## src/rtl/lab5_2_case_demux_router_if.sv

```systemverilog
// lab5_2_case_demux_router_if: producer stream plus four consumer channels of the demux router
interface lab5_2_case_demux_router_if #(
  parameter int WIDTH = 8,
  parameter int CNT_W = 8
);
  logic               in_valid;
  logic               in_ready;
  logic [WIDTH-1:0]   in_data;
  logic [1:0]         in_sel;
  logic               in_bcast;
  logic [3:0]         out_valid;
  logic [3:0]         out_ready;
  logic [4*WIDTH-1:0] out_data;
  logic [4*CNT_W-1:0] out_cnt;
  modport master (
    output in_valid, in_data, in_sel, in_bcast, out_ready,
    input  in_ready, out_valid, out_data, out_cnt
  );
  modport slave (
    input  in_valid, in_data, in_sel, in_bcast, out_ready,
    output in_ready, out_valid, out_data, out_cnt
  );
endinterface

```

## src/rtl/lab5_2_case_demux_router.sv

```systemverilog
// lab5_2_case_demux_router: 1-to-4 stream demux with broadcast, per-channel registered slot and delivered-beat counter
module lab5_2_case_demux_router #(
  parameter int WIDTH = 8,
  parameter int CNT_W = 8
) (
  input logic clk,
  input logic rst_n,
  lab5_2_case_demux_router_if.slave bus
);
  logic [3:0]       can_take, one_hot, tgt, load, drain, valid;
  logic             sel_ready, accept;
  logic [WIDTH-1:0] data [4];
  logic [CNT_W-1:0] cnt [4];
  // a slot draining this cycle can be refilled in the same cycle
  assign can_take = ~valid | bus.out_ready;
  always_comb begin
    sel_ready = 1'b0;
    one_hot = 4'b0000;
    case (bus.in_sel)
      2'd0: begin sel_ready = can_take[0]; one_hot = 4'b0001; end
      2'd1: begin sel_ready = can_take[1]; one_hot = 4'b0010; end
      2'd2: begin sel_ready = can_take[2]; one_hot = 4'b0100; end
      2'd3: begin sel_ready = can_take[3]; one_hot = 4'b1000; end
      default: begin sel_ready = 1'b0; one_hot = 4'b0000; end
    endcase
  end
  assign bus.in_ready = bus.in_bcast ? &can_take : sel_ready;
  assign accept = bus.in_valid & bus.in_ready;
  assign tgt = bus.in_bcast ? 4'b1111 : one_hot;
  assign load = {4{accept}} & tgt;
  assign drain = valid & bus.out_ready;
  always_ff @(posedge clk or negedge rst_n) begin
    if (!rst_n) begin
      valid <= 4'b0000;
      for (int i = 0; i < 4; i++) begin
        data[i] <= '0;
        cnt[i] <= '0;
      end
    end else begin
      for (int i = 0; i < 4; i++) begin
        if (load[i]) begin
          valid[i] <= 1'b1;
          data[i] <= bus.in_data;
        end else if (drain[i]) begin
          valid[i] <= 1'b0;
        end
        if (drain[i]) cnt[i] <= cnt[i] + 1'b1;
      end
    end
  end
  assign bus.out_valid = valid;
  for (genvar k = 0; k < 4; k++) begin : g_pack
    assign bus.out_data[k*WIDTH +: WIDTH] = data[k];
    assign bus.out_cnt[k*CNT_W +: CNT_W] = cnt[k];
  end
endmodule

```

## src/flat_wrapper.sv

```systemverilog
// flat-port wrapper written by rule: the top's interface ports become plain ports
module lab5_2_case_demux_router_flat 
#(
  parameter int WIDTH = 8,
  parameter int CNT_W = 8
)
  (clk, rst_n, bus_in_valid, bus_in_data, bus_in_sel, bus_in_bcast, bus_out_ready, bus_in_ready, bus_out_valid, bus_out_data, bus_out_cnt);
  lab5_2_case_demux_router_if #(.WIDTH(WIDTH), .CNT_W(CNT_W)) bus_i ();
  input logic clk;
  input logic rst_n;
  input wire logic [$bits(bus_i.in_valid)-1:0] bus_in_valid;
  input wire logic [$bits(bus_i.in_data)-1:0] bus_in_data;
  input wire logic [$bits(bus_i.in_sel)-1:0] bus_in_sel;
  input wire logic [$bits(bus_i.in_bcast)-1:0] bus_in_bcast;
  input wire logic [$bits(bus_i.out_ready)-1:0] bus_out_ready;
  output wire logic [$bits(bus_i.in_ready)-1:0] bus_in_ready;
  output wire logic [$bits(bus_i.out_valid)-1:0] bus_out_valid;
  output wire logic [$bits(bus_i.out_data)-1:0] bus_out_data;
  output wire logic [$bits(bus_i.out_cnt)-1:0] bus_out_cnt;
  assign bus_i.in_valid = bus_in_valid;
  assign bus_i.in_data = bus_in_data;
  assign bus_i.in_sel = bus_in_sel;
  assign bus_i.in_bcast = bus_in_bcast;
  assign bus_i.out_ready = bus_out_ready;
  assign bus_in_ready = bus_i.in_ready;
  assign bus_out_valid = bus_i.out_valid;
  assign bus_out_data = bus_i.out_data;
  assign bus_out_cnt = bus_i.out_cnt;
  lab5_2_case_demux_router #(.WIDTH(WIDTH), .CNT_W(CNT_W)) u_core (.clk(clk), .rst_n(rst_n), .bus(bus_i));
endmodule
```

## config.mk

```make
export PLATFORM = sky130hd
export DESIGN_NAME = lab5_2_case_demux_router_flat
export DESIGN_NICKNAME = d
export VERILOG_FILES = /design/src/rtl/lab5_2_case_demux_router_if.sv /design/src/rtl/lab5_2_case_demux_router.sv /design/src/flat_wrapper.sv
export SDC_FILE = /design/constraint.sdc
export NUM_CORES = 1
export LEC_CHECK = 0
export CORE_MARGIN = 5
export CORE_UTILIZATION = 30
export DETAILED_ROUTE_END_ITERATION = 16
export MAX_ROUTING_LAYER = met4
export SLEW_MARGIN = 20
export SYNTH_ARGS = -nofsm -noshare
export SYNTH_HDL_FRONTEND = slang
export SYNTH_SLANG_ARGS = --single-unit
```

## constraint.sdc

```tcl
create_clock -name clk -period 2.5 [get_ports clk]
set_input_delay 0.75 -clock clk [delete_from_list [all_inputs] [get_ports clk]]
set_output_delay 0.75 -clock clk [all_outputs]
set_load 0.02 [all_outputs]
```

After elaboration in Yosys (flattened, before gate mapping):

Cells that the tools add are included.

* muxes and demuxes: 12
* reductions and logical operators: 6
* $add $sub $neg: 4
* eq/ne operators: 3
* bitwise operators: 5

Operators by type and width (count)
* $add A8 B1 Y8 const B: 4
* $pmux W4 S4: 1
* $mux W1: 9
* $and A4 B4 Y4: 2
* $reduce_bool A2 Y1: 4
* $eq A2 B2 Y1 const B: 2
* $mux W4: 1
* $not A4 Y4: 1
* $or A4 B4 Y4: 1
* $pmux W1 S4: 1
* $reduce_and A4 Y1: 1
* $eq A2 B1 Y1 const B: 1
* $logic_not A2 Y1: 1
* $and A1 B1 Y1: 1

* flip-flop bits (word level): 68
* input port bits: 18
* output and inout bits: 69

Logic depth before layout (Yosys ltp):

Gate-level depths: netlist (run 1).

* word-level depth: 7
* mapped depth: 7
* gate-level depth less buffers: 6

Least setup slack after synthesis (run 1):

Ideal clock, no wire load.

* kind: input port to output port
* from: input bus_in_sel[0]
* to: output bus_in_ready
* stages: 5
* path buffers: 1
* required time: 1.750 ns
* slack: 0.078 ns
* data arrival time: 1.672 ns
* cells stage by stage: nor2b_1 -> a311o_1 -> o22a_1 -> buf_6 -> inv_1

* longest elaborated chain between the ends: 3
* elaborated cells between the ends (all ways): 6
* those cells by class: eq/ne: 3; mux: 2; reduce/logical: 1

RTL lines
* start, declared: line flat_wrapper.sv:13 `input wire logic [$bits(bus_i.in_sel)-1:0] bus_in_sel;`
* $eq A2 B2 Y1 (tied with other cells): line lab5_2_case_demux_router.sv:19 `case (bus.in_sel)`
* $pmux W1 S4 *: line lab5_2_case_demux_router.sv:19
* $mux W1 *: line lab5_2_case_demux_router.sv:27 `assign bus.in_ready = bus.in_bcast ? &can_take : sel_ready;`
* end, declared: line flat_wrapper.sv:16 `output wire logic [$bits(bus_i.in_ready)-1:0] bus_in_ready;`

Every way passes the cells marked *; elsewhere a longest branch is shown, timed or not.

Worst setup path in the final report (run 1):

Ends and elaborated chain as after synthesis.

==> results of run 1 <==
==> placed cells by master, fill, tap and decap left out, drive strengths merged, types with 2 or more instances in the layout <==
cell and count:
and3 8, buf 23, clkbuf 11, clkdlybuf4s50 77
clkinv 3, dfrtp 68, dlygate4sd2 2, ha 4
inv 3, mux2 36, nand2 12, nand2b 5
nand3 15, nand4 2, nor2 7, nor2b 2
o21ai 7, xnor2 23, xor2 5
==> flip-flops by register name (all words and copies together), names as in the netlist <==
name                  count
u_core.bus.out_valid      4
u_core.bus.out_data      32
u_core.bus.out_cnt       32
==> power groups by stage <==
stage,registers [mW],logic (mW),clock network (mW)
2_1_floorplan,2.05,0.394,0
3_3_place_gp,1.69,1.59,0
3_5_place_dp,1.70,1.60,0
4_1_cts,1.69,1.62,0.945
5_1_grt,1.74,1.70,1.00
6_report,1.68,1.59,0.910
==> final timing paths <==
| path | cells after the start | start | end |
|---|---|---|---|
| setup / recovery | 6 | bus_in_sel[0] | bus_in_ready |
| hold / removal | 2 | rst_n | u_core.bus.out_data[14] |
| setup reg to reg | 7 | u_core.bus.out_valid[0] | u_core.bus.out_data[29] |
| hold reg to reg | 1 | u_core.bus.out_cnt[7] | u_core.bus.out_cnt[7] |
| max in group asynchronous | 2 | rst_n | u_core.bus.out_cnt[29] |
| min in group clk | 1 | u_core.bus.out_cnt[7] | u_core.bus.out_cnt[7] |
==> cell type report <==
type	instances	area, µm²
repair buffers	103	1020
clock inverters	4	48.8
clock buffers	11	151
multi-input cells	135	1100
flip-flops and latches	68	1700
diodes	1	2.50
fillers	856	4970
inverters	3	11.3
well taps	111	139
==> repair_timing <==
| action | in CTS | in global routing |
|---|---|---|
| resized for setup | 27 | 5 |
| setup buffers | 3 | 1 |
| endpoints found under the setup margin | 10 | 1 |
| pin swaps | 3 | 3 |
==> critical path, cell delays in order <==
cell	delay (ns)
buf_2	0.13
nor2b_4	0.12
a311o_1	0.31
o22a_1	0.21
inv_2	0.07
buf_6	0.11
==> logic make-up after synthesis <==
group	Yosys count	synth area share
flip-flops	68	0.608
AO/OA/AOI/OAI	11	0.0232
XOR/XNOR	28	0.0876
multiplexers	36	0.145
adder cells (fa/ha/maj)	4	0.0179
buffers and inverters	4	0.00805
AND/OR/NAND/NOR	56	0.110
==> synthesized netlist by cell type (all sizes together) <==
| cell type | count | area share |
|---|---|---|
| a21oi | 1 | 0.0018 |
| a311o | 1 | 0.0036 |
| and2 | 1 | 0.0022 |
| and3 | 8 | 0.018 |
| and4 | 1 | 0.0031 |
| buf | 1 | 0.0040 |
| dfrtp | 68 | 0.61 |
| ha | 4 | 0.018 |
| inv | 3 | 0.0040 |
| mux2 | 36 | 0.14 |
| nand2 | 12 | 0.016 |
| nand2b | 5 | 0.011 |
| nand3 | 15 | 0.027 |
| nand4 | 2 | 0.0045 |
| nor2 | 7 | 0.012 |
| nor2b | 2 | 0.0045 |
| nor3b | 1 | 0.0067 |
| nor4 | 1 | 0.0022 |
| nor4b | 1 | 0.0031 |
| o21ai | 7 | 0.013 |
| o22a | 1 | 0.0031 |
| o22ai | 1 | 0.0022 |
| xnor2 | 23 | 0.072 |
| xor2 | 5 | 0.016 |
==> metrics by stage <==
| step | utilization | setup TNS, ns | setup slack [ns] | area (µm²) | hold WS, ns |
|---|---|---|---|---|---|
| 2_1_floorplan | - | 0 | 0.0782 | 2800 | 0.454 |
| 3_3_place_gp | 0.431 | -11.49 | -0.835 | 3940 | 0.460 |
| 3_5_place_dp | 0.431 | -12.54 | -0.869 | 3940 | 0.461 |
| 4_1_cts | 0.457 | 0 | 0.0143 | 4190 | 0.436 |
| 5_1_grt | 0.457 | -0.00346 | -0.00346 | 4180 | 0.462 |
| 6_report | 0.457 | 0 | 0.0474 | 4180 | 0.426 |
==> layer usage <==
layer | vias to the layer above | part of all wire | global-route usage
met5 | - | 0 | -
met4 | 0 | 0.017 | 0.0575
met3 | 7 | 0.10 | 0.0572
met2 | 63 | 0.44 | 0.175
met1 | 961 | 0.44 | 0.147
li1 | 954 | - | -
==> impl_results.html, run 1 <==
<table>
<tr><th>Metric</th><th>Value</th></tr>
<tr><th colspan="2">CTS</th></tr>
<tr><td>Clock tree from TritonCTS</td><td>built</td></tr>
<tr><td>Hold-fix buffer count after cts</td><td>0</td></tr>
<tr><td>Number of sinks handled by clock tree synthesis</td><td>68</td></tr>
<tr><td>Clock edge transition at the registers on the reported setup and hold paths</td><td>0.07 ns</td></tr>
<tr><td>Buffers from clock root to sink, at most</td><td>2</td></tr>
<tr><td>Clock buffers created by TritonCTS</td><td>9</td></tr>
<tr><td>Clk Latency, worst-skew pair</td><td>0.33 ns</td></tr>
<tr><td>CTS Root Cell</td><td>clkbuf_8</td></tr>
<tr><td>Clock H-tree levels</td><td>3</td></tr>
<tr><th colspan="2">Place</th></tr>
<tr><td>Post-placement cell count</td><td>416</td></tr>
<tr><td>Placer Congestion</td><td>0.738</td></tr>
<tr><td>Number of I/O port buffers</td><td>86</td></tr>
<tr><td>Placed wire-length estimate after detailed placement</td><td>4560 µm</td></tr>
<tr><th colspan="2">Logic synthesis</th></tr>
<tr><td>Cell area after synthesis</td><td>0.00280 mm²</td></tr>
<tr><td>Net count of the mapped netlist</td><td>229</td></tr>
<tr><td>Count of yosys warnings during synthesis</td><td>0</td></tr>
<tr><td>Avg Inst Size Synth</td><td>13.5 µm²</td></tr>
<tr><td>Flop and latch count out of synthesis</td><td>68</td></tr>
<tr><td>Sequential area share after synthesis</td><td>0.608</td></tr>
<tr><td>Post-synthesis cell count</td><td>207</td></tr>
<tr><td>Library cells used by synthesis</td><td>25</td></tr>
<tr><th colspan="2">STA</th></tr>
<tr><td>Worst-margin pin slew</td><td>0.370 ns</td></tr>
<tr><td>Worst max-slew margin expressed relative to the limit</td><td>0.754</td></tr>
<tr><td>Final period demand of the worst path</td><td>2.45 ns</td></tr>
<tr><td>Pins over their slew limit</td><td>0</td></tr>
<tr><td>Setup violations, final</td><td>0</td></tr>
<tr><td>Final clock period utilization by the worst path</td><td>0.981</td></tr>
<tr><td>Number of hold violations in the final report</td><td>0</td></tr>
<tr><td>Maximum clock frequency</td><td>408 MHz</td></tr>
<tr><td>Clock skew after layout</td><td>0.0105 ns</td></tr>
<tr><th colspan="2">Drt</th></tr>
<tr><td>Number of vias after detailed routing</td><td>1,985</td></tr>
<tr><td>DR WL/cell</td><td>14.5 µm</td></tr>
<tr><td>Number of remaining DRC errors</td><td>0</td></tr>
<tr><td>Pre-Repair DR Iteration Count</td><td>4</td></tr>
<tr><td>Antenna violation net count after detailed routing</td><td>0</td></tr>
<tr><td>Wirelength, routed</td><td>6320 µm</td></tr>
<tr><td>Number of violations reported at the end of detailed-routing iteration 0</td><td>32</td></tr>
<tr><td>Number of vias per cell</td><td>4.55</td></tr>
<tr><th colspan="2">Global routing</th></tr>
<tr><td>Vias in the first global route</td><td>2,106</td></tr>
<tr><td>Wire length of the first global-routing pass</td><td>10,500 µm</td></tr>
<tr><td>Antenna violations before repair</td><td>1</td></tr>
<tr><td>Total track usage</td><td>0.123</td></tr>
<tr><td>Maximum number of pins on one net before global-route repair</td><td>69</td></tr>
<tr><td>Global route total overflow</td><td>0</td></tr>
<tr><th colspan="2">Power and ir drop</th></tr>
<tr><td>Total power of the final layout</td><td>4.18 mW</td></tr>
<tr><td>Combinational share of power</td><td>0.381</td></tr>
<tr><td>Part of the power in registers</td><td>0.402</td></tr>
<tr><td>Maximum VDD drop</td><td>0.574 mV</td></tr>
<tr><td>Sw frac</td><td>0.338</td></tr>
<tr><td>Internal power of the cells</td><td>2.77 mW</td></tr>
<tr><td>Clock network fraction of design power</td><td>0.218</td></tr>
<tr><td>Power per cell area</td><td>1000 mW/mm²</td></tr>
<tr><td>Leakage power total</td><td>1.80 nW</td></tr>
<tr><td>Switching pwr</td><td>1.41 mW</td></tr>
<tr><th colspan="2">Critical path</th></tr>
<tr><td>WP data required</td><td>1.75 ns</td></tr>
<tr><td>Highest net fanout along the worst path</td><td>3</td></tr>
<tr><td>Critical path startpoint category</td><td>input port</td></tr>
<tr><td>Startpoint-to-endpoint class of the critical path</td><td>in -&gt; out</td></tr>
<tr><td>Critical path capture point type</td><td>output pin</td></tr>
<tr><td>CP Data Arrival Time</td><td>1.70 ns</td></tr>
<tr><td>Internal reg-to-reg setup slack</td><td>0.48 ns</td></tr>
<tr><th colspan="2">Die</th></tr>
<tr><td>Core region area</td><td>0.00915 mm²</td></tr>
<tr><td>Number of rows in the core area</td><td>35</td></tr>
<tr><td>Boundary pin count</td><td>87</td></tr>
<tr><td>Die Y</td><td>107 µm</td></tr>
<tr><td>Starting density of the core</td><td>0.306</td></tr>
<tr><td>Die footprint</td><td>0.0114 mm²</td></tr>
<tr><td>Die boundary width</td><td>107 µm</td></tr>
<tr><th colspan="2">Finish</th></tr>
<tr><td>Share of final-layout standard cells stronger than drive strength 1</td><td>0.256</td></tr>
<tr><td>Number of non-filler instances in the completed layout</td><td>436</td></tr>
<tr><td>Layout area overhead</td><td>49.4%</td></tr>
<tr><td>Net count reported at finish</td><td>342</td></tr>
<tr><th colspan="2">Outcome</th></tr>
<tr><td>Outcome</td><td>complete, no violations</td></tr>
<tr><th colspan="2">Worst hold path</th></tr>
<tr><td>Kind of path behind the tightest hold check</td><td>in -&gt; async</td></tr>
<tr><th colspan="2">Run</th></tr>
<tr><td>Number of violations of the max-capacitance limit</td><td>0</td></tr>
</table>
Power figures use the tool's default switching activity.
==> run 2: changes to the inputs <==
--- a/config.mk
+++ b/config.mk
@@ -7,6 +7,7 @@
 export LEC_CHECK = 0
 export CORE_MARGIN = 5
 export CORE_UTILIZATION = 30
+export CTS_BUF_LIST = sky130_fd_sc_hd__clkbuf_4
 export DETAILED_ROUTE_END_ITERATION = 16
 export MAX_ROUTING_LAYER = met4
 export SLEW_MARGIN = 20
==> constraint.sdc (replaced) <==
create_clock -name clk -period 2.4 [get_ports clk]
set_input_delay 0.72 -clock clk [delete_from_list [all_inputs] [get_ports clk]]
set_output_delay 0.72 -clock clk [all_outputs]
set_load 0.02 [all_outputs]
==> run 2 against run 1 <==
  * Critical path depth did not move
  * Flip-flop and latch count did not move
  * Utilization is 0.16 points lower
  * Largest cell class unchanged
  * Largest power group unchanged
  * Highest routed layer unchanged
==> impl_results.html, run 2 (synthesized netlist as in run 1, its figures left out) <==
<table>
<tr><th>Metric</th><th>Value</th></tr>
<tr><th colspan="2">Outcome</th></tr>
<tr><td>Outcome</td><td>complete, no violations</td></tr>
<tr><th colspan="2">STA</th></tr>
<tr><td>Pins over their slew limit</td><td>0</td></tr>
<tr><td>Setup repair after global routing missed its margin</td><td>true</td></tr>
<tr><td>Number of hold violations in the final report</td><td>0</td></tr>
<tr><td>Setup violations, final</td><td>0</td></tr>
<tr><td>Worst max-slew margin expressed relative to the limit</td><td>0.756</td></tr>
<tr><td>Final clock period utilization by the worst path</td><td>0.986</td></tr>
<tr><td>Worst-margin pin slew</td><td>0.367 ns</td></tr>
<tr><td>Maximum clock frequency</td><td>422 MHz</td></tr>
<tr><td>Clock skew after layout</td><td>0.0261 ns</td></tr>
<tr><td>Final period demand of the worst path</td><td>2.37 ns</td></tr>
<tr><td>Hold slack final</td><td>0.303 ns</td></tr>
<tr><th colspan="2">Power and ir drop</th></tr>
<tr><td>Leakage power total</td><td>1.80 nW</td></tr>
<tr><td>Power per cell area</td><td>1020 mW/mm²</td></tr>
<tr><td>Internal power of the cells</td><td>2.77 mW</td></tr>
<tr><td>Combinational share of power</td><td>0.392</td></tr>
<tr><td>Maximum VDD drop</td><td>0.443 mV</td></tr>
<tr><td>Switching pwr</td><td>1.48 mW</td></tr>
<tr><td>Part of the power in registers</td><td>0.411</td></tr>
<tr><td>Total power of the final layout</td><td>4.25 mW</td></tr>
<tr><td>Sw frac</td><td>0.348</td></tr>
<tr><td>Clock network fraction of design power</td><td>0.197</td></tr>
<tr><th colspan="2">CTS</th></tr>
<tr><td>CTS Root Cell</td><td>clkbuf_4</td></tr>
<tr><td>Clock edge transition at the registers on the reported setup and hold paths</td><td>0.14 ns</td></tr>
<tr><td>Clock buffers created by TritonCTS</td><td>9</td></tr>
<tr><td>Buffers from clock root to sink, at most</td><td>2</td></tr>
<tr><td>Clk Latency, worst-skew pair</td><td>0.42 ns</td></tr>
<tr><td>Clock tree from TritonCTS</td><td>built</td></tr>
<tr><td>Number of sinks handled by clock tree synthesis</td><td>68</td></tr>
<tr><td>Clock H-tree levels</td><td>3</td></tr>
<tr><td>Hold-fix buffer count after cts</td><td>0</td></tr>
<tr><th colspan="2">Die</th></tr>
<tr><td>Die footprint</td><td>0.0114 mm²</td></tr>
<tr><td>Starting density of the core</td><td>0.306</td></tr>
<tr><td>Die Y</td><td>107 µm</td></tr>
<tr><td>Core region area</td><td>0.00915 mm²</td></tr>
<tr><td>Boundary pin count</td><td>87</td></tr>
<tr><td>Die boundary width</td><td>107 µm</td></tr>
<tr><td>Number of rows in the core area</td><td>35</td></tr>
<tr><th colspan="2">Global routing</th></tr>
<tr><td>Global route total overflow</td><td>0</td></tr>
<tr><td>Antenna violations before repair</td><td>1</td></tr>
<tr><td>Vias in the first global route</td><td>2,138</td></tr>
<tr><td>Maximum number of pins on one net before global-route repair</td><td>69</td></tr>
<tr><td>Wire length of the first global-routing pass</td><td>10,600 µm</td></tr>
<tr><td>Total track usage</td><td>0.124</td></tr>
<tr><th colspan="2">Finish</th></tr>
<tr><td>Fin area</td><td>0.00417 mm²</td></tr>
<tr><td>Net count reported at finish</td><td>342</td></tr>
<tr><td>Share of final-layout standard cells stronger than drive strength 1</td><td>0.258</td></tr>
<tr><td>Layout area overhead</td><td>48.9%</td></tr>
<tr><td>Leading cell type in the layout, fill and taps excluded</td><td>clkdlybuf4s50_1</td></tr>
<tr><td>Most frequent cells in the layout</td><td>clkdlybuf4s50_1, dfrtp_1, mux2_2, xnor2_1, nand3_1</td></tr>
<tr><th colspan="2">Drt</th></tr>
<tr><td>Wirelength, routed</td><td>6430 µm</td></tr>
<tr><td>Antenna violation net count after detailed routing</td><td>0</td></tr>
<tr><td>Number of vias after detailed routing</td><td>1,981</td></tr>
<tr><td>DR WL/cell</td><td>14.7 µm</td></tr>
<tr><td>Number of vias per cell</td><td>4.53</td></tr>
<tr><td>Number of remaining DRC errors</td><td>0</td></tr>
<tr><td>Number of violations reported at the end of detailed-routing iteration 0</td><td>57</td></tr>
<tr><td>Pre-Repair DR Iteration Count</td><td>4</td></tr>
<tr><th colspan="2">Critical path</th></tr>
<tr><td>Internal reg-to-reg setup slack</td><td>0.40 ns</td></tr>
<tr><td>Critical path startpoint category</td><td>input port</td></tr>
<tr><td>R2R depth</td><td>7</td></tr>
<tr><td>Critical path capture point type</td><td>output pin</td></tr>
<tr><td>Critical register-to-register path endpoint</td><td>u_core.bus.out_data[31]</td></tr>
<tr><td>WP data required</td><td>1.68 ns</td></tr>
<tr><td>Startpoint of the lowest-slack register-to-register path</td><td>u_core.bus.out_valid[0]</td></tr>
<tr><td>CP Data Arrival Time</td><td>1.65 ns</td></tr>
<tr><td>Worst setup startpoint</td><td>bus_in_sel[0]</td></tr>
<tr><td>Startpoint-to-endpoint class of the critical path</td><td>in -&gt; out</td></tr>
<tr><td>Highest net fanout along the worst path</td><td>3</td></tr>
<tr><td>Endpoint of the most critical setup path</td><td>bus_in_ready</td></tr>
<tr><th colspan="2">Place</th></tr>
<tr><td>Placer Congestion</td><td>0.748</td></tr>
<tr><td>Number of I/O port buffers</td><td>86</td></tr>
<tr><td>Cell area reported after detailed placement</td><td>0.00396 mm²</td></tr>
<tr><td>Placed wire-length estimate after detailed placement</td><td>4600 µm</td></tr>
<tr><th colspan="2">Worst hold path</th></tr>
<tr><td>Kind of path behind the tightest hold check</td><td>in -&gt; async</td></tr>
<tr><th colspan="2">Run</th></tr>
<tr><td>Number of violations of the max-capacitance limit</td><td>0</td></tr>
</table>
-- run 2: cell type report --
class	count	area, µm²
diodes	1	2.50
clock buffers	9	67.6
clock inverters	7	91.3
fillers	838	4980
inverters	3	11.3
multi-input cells	135	1120
flip-flops and latches	68	1700
well taps	111	139
repair buffers	103	1030
-- run 2: metal layers --
layer,wire length (µm),share of wire,GRT usage,vias to the layer above
li1,-,-,-,946
met2,2790,0.43,0.180,67
met4,57,0.0089,0.0274,0
met3,743,0.12,0.0807,7
met1,2840,0.44,0.143,961
met5,0,0,-,-
-- run 2: timing repair --
item	CTS	global route
resized for setup	31	6
endpoints found under the hold margin	0	0
endpoints found under the setup margin	9	1
pin swaps	3	2
setup buffers	0	2
-- run 2: worst min path at each step --
| stage | end | from | slack [ns] | cells past startpoint |
|---|---|---|---|---|
| 2_1_floorplan | u_core.bus.out_cnt[0] | rst_n | 0.42 | 0 |
| 3_3_place_gp | u_core.bus.out_cnt[15] | u_core.bus.out_cnt[15] | 0.46 | 1 |
| 3_5_place_dp | u_core.bus.out_cnt[31] | u_core.bus.out_cnt[31] | 0.46 | 1 |
| 4_1_cts | u_core.bus.out_data[12] | rst_n | 0.29 | 2 |
| 5_1_grt | u_core.bus.out_data[12] | rst_n | 0.28 | 2 |
| 6_report | u_core.bus.out_data[3] | rst_n | 0.30 | 2 |
-- run 2: power groups by stage --
stage | sequential [mW] | clock [mW] | combinational (mW)
finish | 1.75 | 0.839 | 1.67
global placement | 1.76 | 0 | 1.66
detailed placement | 1.77 | 0 | 1.68
global route | 1.81 | 0.931 | 1.79
floorplan | 2.13 | 0 | 0.411
CTS | 1.75 | 0.882 | 1.69
-- run 2: stage by stage --
stage | utilization | worst slack [ns] | TNS (ns) | instances
floorplan | - | 0.0382 | 0 | 207
global placement | 0.432 | -0.875 | -13.73 | 418
detailed placement | 0.432 | -0.910 | -14.90 | 418
CTS | 0.450 | -0.000797 | -0.000797 | 434
global route | 0.455 | -0.0125 | -0.0125 | 437
finish | 0.455 | 0.0325 | 0 | 437
-- run 2: critical path, stage by stage --
cell and delay (ns):
buf_8 0.10, nor2b_4 0.12, a311o_1 0.32, o22a_1 0.21, inv_2 0.07, buf_6 0.11
